[src/rtl/layer5_maxpool_fetch.sv]
// layer5_maxpool_fetch
// Walks the layer-4 result map in 2x2 non-overlapping windows, reads the four
// words of each window through the memory read port, keeps a per-channel
// signed maximum and hands one pooled word per window to layer 5 over a
// valid/ready handshake, tagged with its output-map coordinates.

module layer5_maxpool_fetch #(
    parameter int WIDTH = 8,
    parameter int CH    = 8,
    parameter int DW    = 16
) (
    input  logic               clk,
    input  logic               rst,
    input  logic               start,
    output logic               busy,
    output logic               done,
    output logic [15:0]        read_row_addr,
    output logic [15:0]        read_col_addr,
    output logic               layer4_result_read_signal,
    input  logic [CH*DW-1:0]   layer4_result_output,
    output logic               pool_valid,
    input  logic               pool_ready,
    output logic [CH*DW-1:0]   pool_data,
    output logic [15:0]        pool_row,
    output logic [15:0]        pool_col
);

    typedef enum logic [1:0] {
        IDLE  = 2'd0,
        FETCH = 2'd1,
        OUT   = 2'd2,
        FIN   = 2'd3
    } state_t;

    // Index of the last window along either axis of the output map.
    localparam logic [15:0] LAST_WIN = 16'(WIDTH / 2 - 1);

    state_t             state, state_next;
    logic [15:0]        wr, wr_next;
    logic [15:0]        wc, wc_next;
    logic [1:0]         k, k_next;
    logic [CH*DW-1:0]   acc, acc_next;

    // State, window counters, element counter and accumulator registers.
    always_ff @(posedge clk or posedge rst) begin
        if (rst) begin
            state <= IDLE;
            wr    <= '0;
            wc    <= '0;
            k     <= '0;
            acc   <= '0;
        end else begin
            state <= state_next;
            wr    <= wr_next;
            wc    <= wc_next;
            k     <= k_next;
            acc   <= acc_next;
        end
    end

    // Next-state logic: window sequencing in raster order over the output map.
    always_comb begin
        state_next = state;
        wr_next    = wr;
        wc_next    = wc;
        k_next     = k;
        case (state)
            IDLE: begin
                if (start) begin
                    state_next = FETCH;
                    wr_next    = '0;
                    wc_next    = '0;
                    k_next     = '0;
                end
            end
            FETCH: begin
                k_next = k + 2'd1;
                if (k == 2'd3) begin
                    state_next = OUT;
                end
            end
            OUT: begin
                if (pool_ready) begin
                    if (wc < LAST_WIN) begin
                        wc_next    = wc + 16'd1;
                        state_next = FETCH;
                    end else if (wr < LAST_WIN) begin
                        wc_next    = '0;
                        wr_next    = wr + 16'd1;
                        state_next = FETCH;
                    end else begin
                        state_next = FIN;
                    end
                end
            end
            FIN: begin
                state_next = IDLE;
                wr_next    = '0;
                wc_next    = '0;
                k_next     = '0;
            end
            default: begin
                state_next = IDLE;
            end
        endcase
    end

    // Accumulator: first element of a window loads, later ones keep the signed max per channel.
    always_comb begin
        acc_next = acc;
        if (state == FETCH) begin
            for (int c = 0; c < CH; c++) begin
                if (k == 2'd0) begin
                    acc_next[c*DW +: DW] = layer4_result_output[c*DW +: DW];
                end else if ($signed(layer4_result_output[c*DW +: DW]) > $signed(acc[c*DW +: DW])) begin
                    acc_next[c*DW +: DW] = layer4_result_output[c*DW +: DW];
                end
            end
        end
    end

    // Output decode: read port only active in FETCH, pooled word only presented in OUT.
    always_comb begin
        busy                      = (state != IDLE);
        done                      = 1'b0;
        read_row_addr             = '0;
        read_col_addr             = '0;
        layer4_result_read_signal = 1'b0;
        pool_valid                = 1'b0;
        pool_data                 = '0;
        pool_row                  = '0;
        pool_col                  = '0;
        case (state)
            FETCH: begin
                layer4_result_read_signal = 1'b1;
                read_row_addr             = {wr[14:0], k[1]};
                read_col_addr             = {wc[14:0], k[0]};
            end
            OUT: begin
                pool_valid = 1'b1;
                pool_data  = acc;
                pool_row   = wr;
                pool_col   = wc;
            end
            FIN: begin
                done = 1'b1;
            end
            default: begin
            end
        endcase
    end

endmodule

[config.mk]
export PLATFORM = sky130hd
export DESIGN_NAME = layer5_maxpool_fetch
export DESIGN_NICKNAME = d
export VERILOG_FILES = /design/src/rtl/layer5_maxpool_fetch.sv
export SDC_FILE = /design/constraint.sdc
export NUM_CORES = 1
export LEC_CHECK = 0
export ABC_AREA = 1
export BUFFER_PORTS_ARGS = -buffer_cell sky130_fd_sc_hd__buf_2
export CORE_ASPECT_RATIO = 1.5
export CORE_MARGIN = 3
export CORE_UTILIZATION = 31
export DETAILED_ROUTE_END_ITERATION = 7
export PLACE_DENSITY = 0.54
export REMOVE_ABC_BUFFERS = 1
export SYNTH_ARGS = -nofsm -noshare
export SYNTH_HDL_FRONTEND = slang
export SYNTH_SLANG_ARGS = --single-unit
[constraint.sdc]
create_clock -name clk -period 11.3 [get_ports clk]
set_input_delay 2.26 -clock clk [delete_from_list [all_inputs] [get_ports clk]]
set_output_delay 2.26 -clock clk [all_outputs]
set_load 0.01 [all_outputs]
==> results of run 1 <==
==> per-layer routing <==
layer | track usage [%] | up-vias | routed length, microns
li1 | - | 5770 | -
met1 | 18.7 | 5249 | 13900
met2 | 30.5 | 220 | 17400
met3 | 2.40 | 55 | 1180
met4 | 7.07 | 4 | 1020
met5 | 0 | - | 14
==> worst paths after layout <==
| kind | startpoint | to | cells after the start |
|---|---|---|---|
| min in group asynchronous | rst | acc[85]$_DFFE_PP0P_ | 2 |
| max in group asynchronous | rst | acc[26]$_DFFE_PP0P_ | 3 |
| worst max register to register | state[0]$_DFFE_PP0P_ | wc[0]$_DFFE_PP0P_ | 7 |
| worst min-delay path | acc[111]$_DFFE_PP0P_ | acc[111]$_DFFE_PP0P_ | 2 |
| worst max-delay path | state[0]$_DFFE_PP0P_ | pool_data[37] | 6 |
| worst min register to register | acc[111]$_DFFE_PP0P_ | acc[111]$_DFFE_PP0P_ | 2 |
==> per-stage QoR <==
step | setup slack, ns | instance area [sq um] | hold WS, ns | util (%) | power, mW
after floorplan | 4.61 | 11600 | 0.458 | - | 2.37
after global routing | 5.69 | 14500 | 0.522 | 38.3 | 3.92
after global placement | 6.54 | 13900 | 0.477 | 36.7 | 2.92
final | 6.00 | 14500 | 0.498 | 38.3 | 3.51
after detailed placement | 6.43 | 13900 | 0.486 | 36.7 | 2.96
after CTS | 5.92 | 14500 | 0.503 | 38.3 | 3.59
==> registers in the layout (all words and copies together) (netlist names) <==
| signal | cells |
|---|---|
| wc | 16 |
| wr | 16 |
| state | 2 |
| acc | 128 |
| k | 2 |
==> critical path, delay by kind of cell, from the launching register on <==
family / cells / cell delay (ns)
buf+inv: 4 / 1.13
flops: 1 / 0.44
fa+ha+maj: 1 / 0.82
simple gates: 1 / 0.14
==> logic make-up (layout without fill, tap and decap cells) <==
family	count (synthesis)	in the layout	share of synthesized area, %
compound gates	75	75	3.52
fa+ha+maj	138	138	14.5
buf+inv	473	781	16.0
flops	164	164	34.5
other cells	0	3	0
simple gates	881	881	31.5
==> report_power, final <==
part           switching [mW]  internal [mW]  leakage, nW
Clock                   0.267          0.334        0.277
Sequential              0.219          0.831         2.08
Combinational            1.20          0.659         7.60
==> layout make-up <==
class	instances	area share, %
Tap cell	489	4.23
Antenna cell	3	0.0519
Inverter	418	10.9
Multi-Input combinational cell	1094	40.9
Clock inverter	14	1.06
Timing Repair Buffer	331	11.5
Sequential cell	164	28.4
Clock buffer	18	3.03
==> synth_stat cells <==
cell type	instances	share of area, %
sky130_fd_sc_hd__nand3b_1	1	0.063
sky130_fd_sc_hd__nor4_1	4	0.21
sky130_fd_sc_hd__nand3_2	2	0.17
sky130_fd_sc_hd__inv_1	416	13
sky130_fd_sc_hd__buf_4	9	0.57
sky130_fd_sc_hd__a21oi_1	45	1.9
sky130_fd_sc_hd__buf_6	9	0.85
sky130_fd_sc_hd__or2_2	1	0.053
sky130_fd_sc_hd__a21o_1	6	0.38
sky130_fd_sc_hd__nand2_2	13	0.68
sky130_fd_sc_hd__o21ai_0	10	0.42
sky130_fd_sc_hd__buf_8	1	0.13
sky130_fd_sc_hd__nor2_1	56	1.8
sky130_fd_sc_hd__o21bai_1	7	0.44
sky130_fd_sc_hd__clkbuf_1	25	0.79
sky130_fd_sc_hd__nand2_1	613	19
sky130_fd_sc_hd__o21a_1	2	0.13
sky130_fd_sc_hd__clkinv_1	1	0.032
sky130_fd_sc_hd__nor3_1	2	0.084
sky130_fd_sc_hd__o21ai_1	2	0.084
sky130_fd_sc_hd__a31oi_1	1	0.053
sky130_fd_sc_hd__ha_1	138	15
sky130_fd_sc_hd__nor2_2	1	0.053
sky130_fd_sc_hd__nor3_2	3	0.25
sky130_fd_sc_hd__dfrtp_1	164	34
sky130_fd_sc_hd__nand2_4	16	1.5
sky130_fd_sc_hd__o22ai_1	1	0.053
sky130_fd_sc_hd__nand3_1	156	6.6
sky130_fd_sc_hd__nor2_4	1	0.095
sky130_fd_sc_hd__inv_2	1	0.032
sky130_fd_sc_hd__a21oi_2	1	0.074
sky130_fd_sc_hd__buf_2	11	0.46
sky130_fd_sc_hd__nand4_1	12	0.63
==> flow_summary.ini, run 1 <==
[detailed_routing]
drt.antenna.violating_nets = 0
routed_wl_per_cell_microns = 13.2
routed-via-count = 11300
drt_iter0_markers = 524
wl_microns = 33500
route.detailed.drc = 0
post_drt_via_cell_ratio = 4.46
detailedRoute.firstPassIterationCount = 5

[cts]
cts.reportedPaths.clkPinSlew_ns = 0.07
h-tree-depth = 4
cts.sink_count = 164
hold_bufs_at_cts = 0
clk_latency_ns = 0.44
clock_tree.root_cell = sky130_fd_sc_hd__clkbuf_16
cts.repair.resized = 0
buffer_count_from_post_cts_setup_fixing = 0
clock_path_buffers = 2
tritoncts = built
cts_made_buffers = 17

[synth]
synth_register_bits = 164
synthesis.area_per_instance_sq_um = 6.87
synth.distinct_cells = 33
seq_area_frac_synth_pct = 34.5
synthesis.yosys.warnings = 0
synth_area_sq_um = 11900
postSynthCellCount = 1731

[sta]
timing.setup.tns_ns = 0
finClkSkew_ns = 0.0102
grt_setup_unrepaired = no
final.period_utilization_pct = 46.9
final_max_slew_viol_count = 0
timing_hold_violations_final = 0
fmaxAchievable_ghz = 0.189
transition_time_at_the_pin_with_the_least_slew_margin_ns = 0.987
relSlewSlack_pct = 34.2
fin_crit_ns = 5.30
setup_viol = 0

[pwr]
power_density_nw_per_um2 = 243
vdd.ir_drop.worst_mv = 0.0950
static_leakage_nw = 9.95

[finish]
layout.cells.most_common_list = sky130_fd_sc_hd__nand2_1, sky130_fd_sc_hd__inv_1, sky130_fd_sc_hd__buf_2, sky130_fd_sc_hd__dfrtp_1, sky130_fd_sc_hd__nand3_1
final_common_cell = sky130_fd_sc_hd__nand2_1
nNetsFinal = 2296
final.fill_count = 4051
layoutNonFillerInstCount = 2531
footprint_of_the_multi_input_gates_sq_um = 5920
area.sequential_sq_um = 4100
areaGrowthSynthToFinish_pct = 21.7
post_route_cells_drive_above_1_share_pct = 19.9

[critical_path]
worst-path-max-fanout = 87
slowest_delay_ns = 0.82
crit_top_cell = sky130_fd_sc_hd__inv_1
cp-start-kind = register
critical_path.slowest_cell = sky130_fd_sc_hd__ha_4
path_class = register to output pin
worstSetupEndpointType = output pin
crit_path_cell_trace = inv_1 > ha_4 > buf_4 > nand2_1 > inv_1 > buf_2
worstPathArrival_ns = 3.04
register_to_register_setup_slack_ns = 8.51
worstPathRequired_ns = 9.04

[die]
core_area_sq_um = 37800
initial_utilization_pct = 31.5
die_h_microns = 246
fp.dieArea_sq_um = 40800
die_x_microns = 166
design.portCount = 328
rows = 87

[job]
maxCapViolCount = 0

[placed_design]
gp_congestion = 0.801
numPortBuffers = 327
placed_cells_incl_taps = 2496
place.detailed.hpwl_microns = 24900

[global_route]
grt_antenna_before_repair = 5
globalRouteOverflowTotal = 0
gr-usage-all-layers_pct = 16.4
first_global_vias = 11100
grt_start_max_net_pins = 97
grt_first_pass_wirelength_microns = 54800

[status]
outcome = finished clean

[min_path]
worst_hold_path_type = register to register
(Power assumes the default switching activity.)
==> inputs of run 2 (changes only) <==
==> constraint.sdc (replaced) <==
create_clock -name clk -period 5.2 [get_ports clk]
set_input_delay 1.04 -clock clk [delete_from_list [all_inputs] [get_ports clk]]
set_output_delay 1.04 -clock clk [all_outputs]
set_load 0.01 [all_outputs]
==> run 2 against run 1 <==
Against the previous run: sequential cell count is the same; routed wire length grew 0.60%; worst setup slack lost 4.4 ns; critical endpoint is now pool_row[6]; critical path depth is the same; via count shrank 0.89%; first-iteration DRC count shrank 12%; highest routed layer unchanged; register-to-register slack lost 5.8 ns.
==> flow_summary.ini, run 2 (synthesized netlist as in run 1, its figures left out) <==
[status]
outcome = finished clean

[critical_path]
rr_startpoint = state[0]$_DFFE_PP0P_
worstPathRequired_ns = 4.16
crit_path_to = pool_row[6]
worstPathBufferInverterCount = 4
critical_path.slowest_cell = sky130_fd_sc_hd__ha_4
register_to_register_setup_slack_ns = 2.75
worst-path-max-fanout = 122
cp_top_family = buffers and inverters
slowest_delay_ns = 0.53
critical_path.startpoint = state[0]$_DFFE_PP0P_
worstPathArrival_ns = 2.52
crit_path_cell_trace = inv_1 > ha_4 > buf_12 > nand2_1 > inv_1 > buf_2
rr_endpoint = wc[0]$_DFFE_PP0P_
rr_worst_depth = 7
path_class = register to output pin
worstSetupEndpointType = output pin
cp.depth = 6
crit_top_cell = sky130_fd_sc_hd__inv_1
cp-start-kind = register

[placed_design]
placed_cells_incl_taps = 2496
gp_congestion = 0.817
place.detailed.hpwl_microns = 24900
numPortBuffers = 327

[cts]
cts.reportedPaths.clkPinSlew_ns = 0.07
cts.repair.resized = 0
hold_bufs_at_cts = 0
cts_made_buffers = 17
clock_tree.root_cell = sky130_fd_sc_hd__clkbuf_16
tritoncts = built
buffer_count_from_post_cts_setup_fixing = 0
h-tree-depth = 4
cts.sink_count = 164
clock_path_buffers = 2
clk_latency_ns = 0.44

[pwr]
static_leakage_nw = 9.98
vdd.ir_drop.worst_mv = 0.254
report.power.total_mw = 7.73
power_density_nw_per_um2 = 531

[sta]
finClkSkew_ns = 0.0131
transition_time_at_the_pin_with_the_least_slew_margin_ns = 0.929
final.period_utilization_pct = 68.5
finalHoldWorstSlack_ns = 0.498
grt_setup_unrepaired = no
timing_hold_violations_final = 0
fin_crit_ns = 3.56
fmaxAchievable_ghz = 0.281
final_max_slew_viol_count = 0
relSlewSlack_pct = 38.0
setup_viol = 0

[finish]
registers.top_by_ff_count = acc
layout.cells.most_common_list = sky130_fd_sc_hd__nand2_1, sky130_fd_sc_hd__inv_1, sky130_fd_sc_hd__buf_2, sky130_fd_sc_hd__dfrtp_1, sky130_fd_sc_hd__nand3_1
largest_register_ffs = 128
post_route_cells_drive_above_1_share_pct = 19.9
layoutNonFillerInstCount = 2529
footprint_of_the_multi_input_gates_sq_um = 5920
nNetsFinal = 2296
areaGrowthSynthToFinish_pct = 22.2
area.sequential_sq_um = 4100
biggestRegsByFlops = acc: 128 flops, wc: 16 flops, wr: 16 flops
final.fill_count = 4057
final_common_cell = sky130_fd_sc_hd__nand2_1

[job]
maxCapViolCount = 0

[detailed_routing]
routed-via-count = 11200
routed_wl_per_cell_microns = 13.3
wl_microns = 33700
post_drt_via_cell_ratio = 4.43
route.detailed.drc = 0
detailedRoute.firstPassIterationCount = 7
drt_iter0_markers = 461
drt.antenna.violating_nets = 0

[global_route]
gr-usage-all-layers_pct = 16.4
grt_start_max_net_pins = 123
grt_antenna_before_repair = 4
grt_first_pass_wirelength_microns = 54500
globalRouteOverflowTotal = 0
first_global_vias = 11000

[die]
die_h_microns = 246
initial_utilization_pct = 31.5
core_area_sq_um = 37800
rows = 87
die_x_microns = 166
design.portCount = 328
fp.dieArea_sq_um = 40800

[min_path]
worst_hold_path_type = register to register
-- run 2: cell types whose count changed in the layout (fill, tap and decap cells not counted), sizes merged --
| cell | before | now |
|---|---|---|
| clkinv | 5 | 3 |
| clkinvlp | 5 | 4 |
| inv | 420 | 421 |
| diode | 3 | 1 |
| bufinv | 2 | 3 |
| clkbuf | 18 | 19 |
-- run 2: cell type report --
cell class              instances  share of cell area [%]
flip-flops and latches        164                    28.2
well taps                     489                    4.21
inverters                     418                    10.8
repair buffers                331                    11.7
clock inverters                13                    1.18
diodes                          1                  0.0172
clock buffers                  19                    3.12
multi-input cells            1094                    40.7
-- run 2: routing by layer --
metal	wire [microns]	vias to the layer above	global-route usage, %	part of all wire, %
met5	51	-	0	0.15
met4	714	8	5.29	2.1
met3	1380	44	3.17	4.1
met2	17600	196	31.2	52
met1	13900	5181	18.2	41
li1	-	5768	-	-
-- run 2: how the worst min path moves through the flow --
stage	cells past startpoint	from	slack [ns]	end
floorplan	2	wr[15]$_DFFE_PP0P_	0.46	wr[15]$_DFFE_PP0P_
global placement	2	acc[7]$_DFFE_PP0P_	0.48	acc[7]$_DFFE_PP0P_
detailed placement	2	acc[91]$_DFFE_PP0P_	0.48	acc[91]$_DFFE_PP0P_
CTS	2	acc[29]$_DFFE_PP0P_	0.50	acc[29]$_DFFE_PP0P_
global route	2	acc[27]$_DFFE_PP0P_	0.51	acc[27]$_DFFE_PP0P_
finish	2	acc[29]$_DFFE_PP0P_	0.50	acc[29]$_DFFE_PP0P_
-- run 2: report_power, final --
group          switching [mW]  internal [mW]
clock network           0.582          0.789
registers               0.468           1.81
logic                    2.63           1.45
-- run 2: metrics by stage --
step	setup TNS [ns]	area [sq um]	util, %	worst slack [ns]
floorplan	-45.78	11600	-	-0.273
global placement	0	13900	36.8	2.16
detailed placement	0	13900	36.8	2.12
CTS	0	14500	38.5	1.61
global route	0	14500	38.5	1.38
finish	0	14500	38.5	1.64
-- run 2: tightest hold or removal path, cell delays in order, from the launching register on --
cell and delay, ns:
sky130_fd_sc_hd__dfrtp_1 0.36, sky130_fd_sc_hd__nand2_1 0.06, sky130_fd_sc_hd__nand2_1 0.05
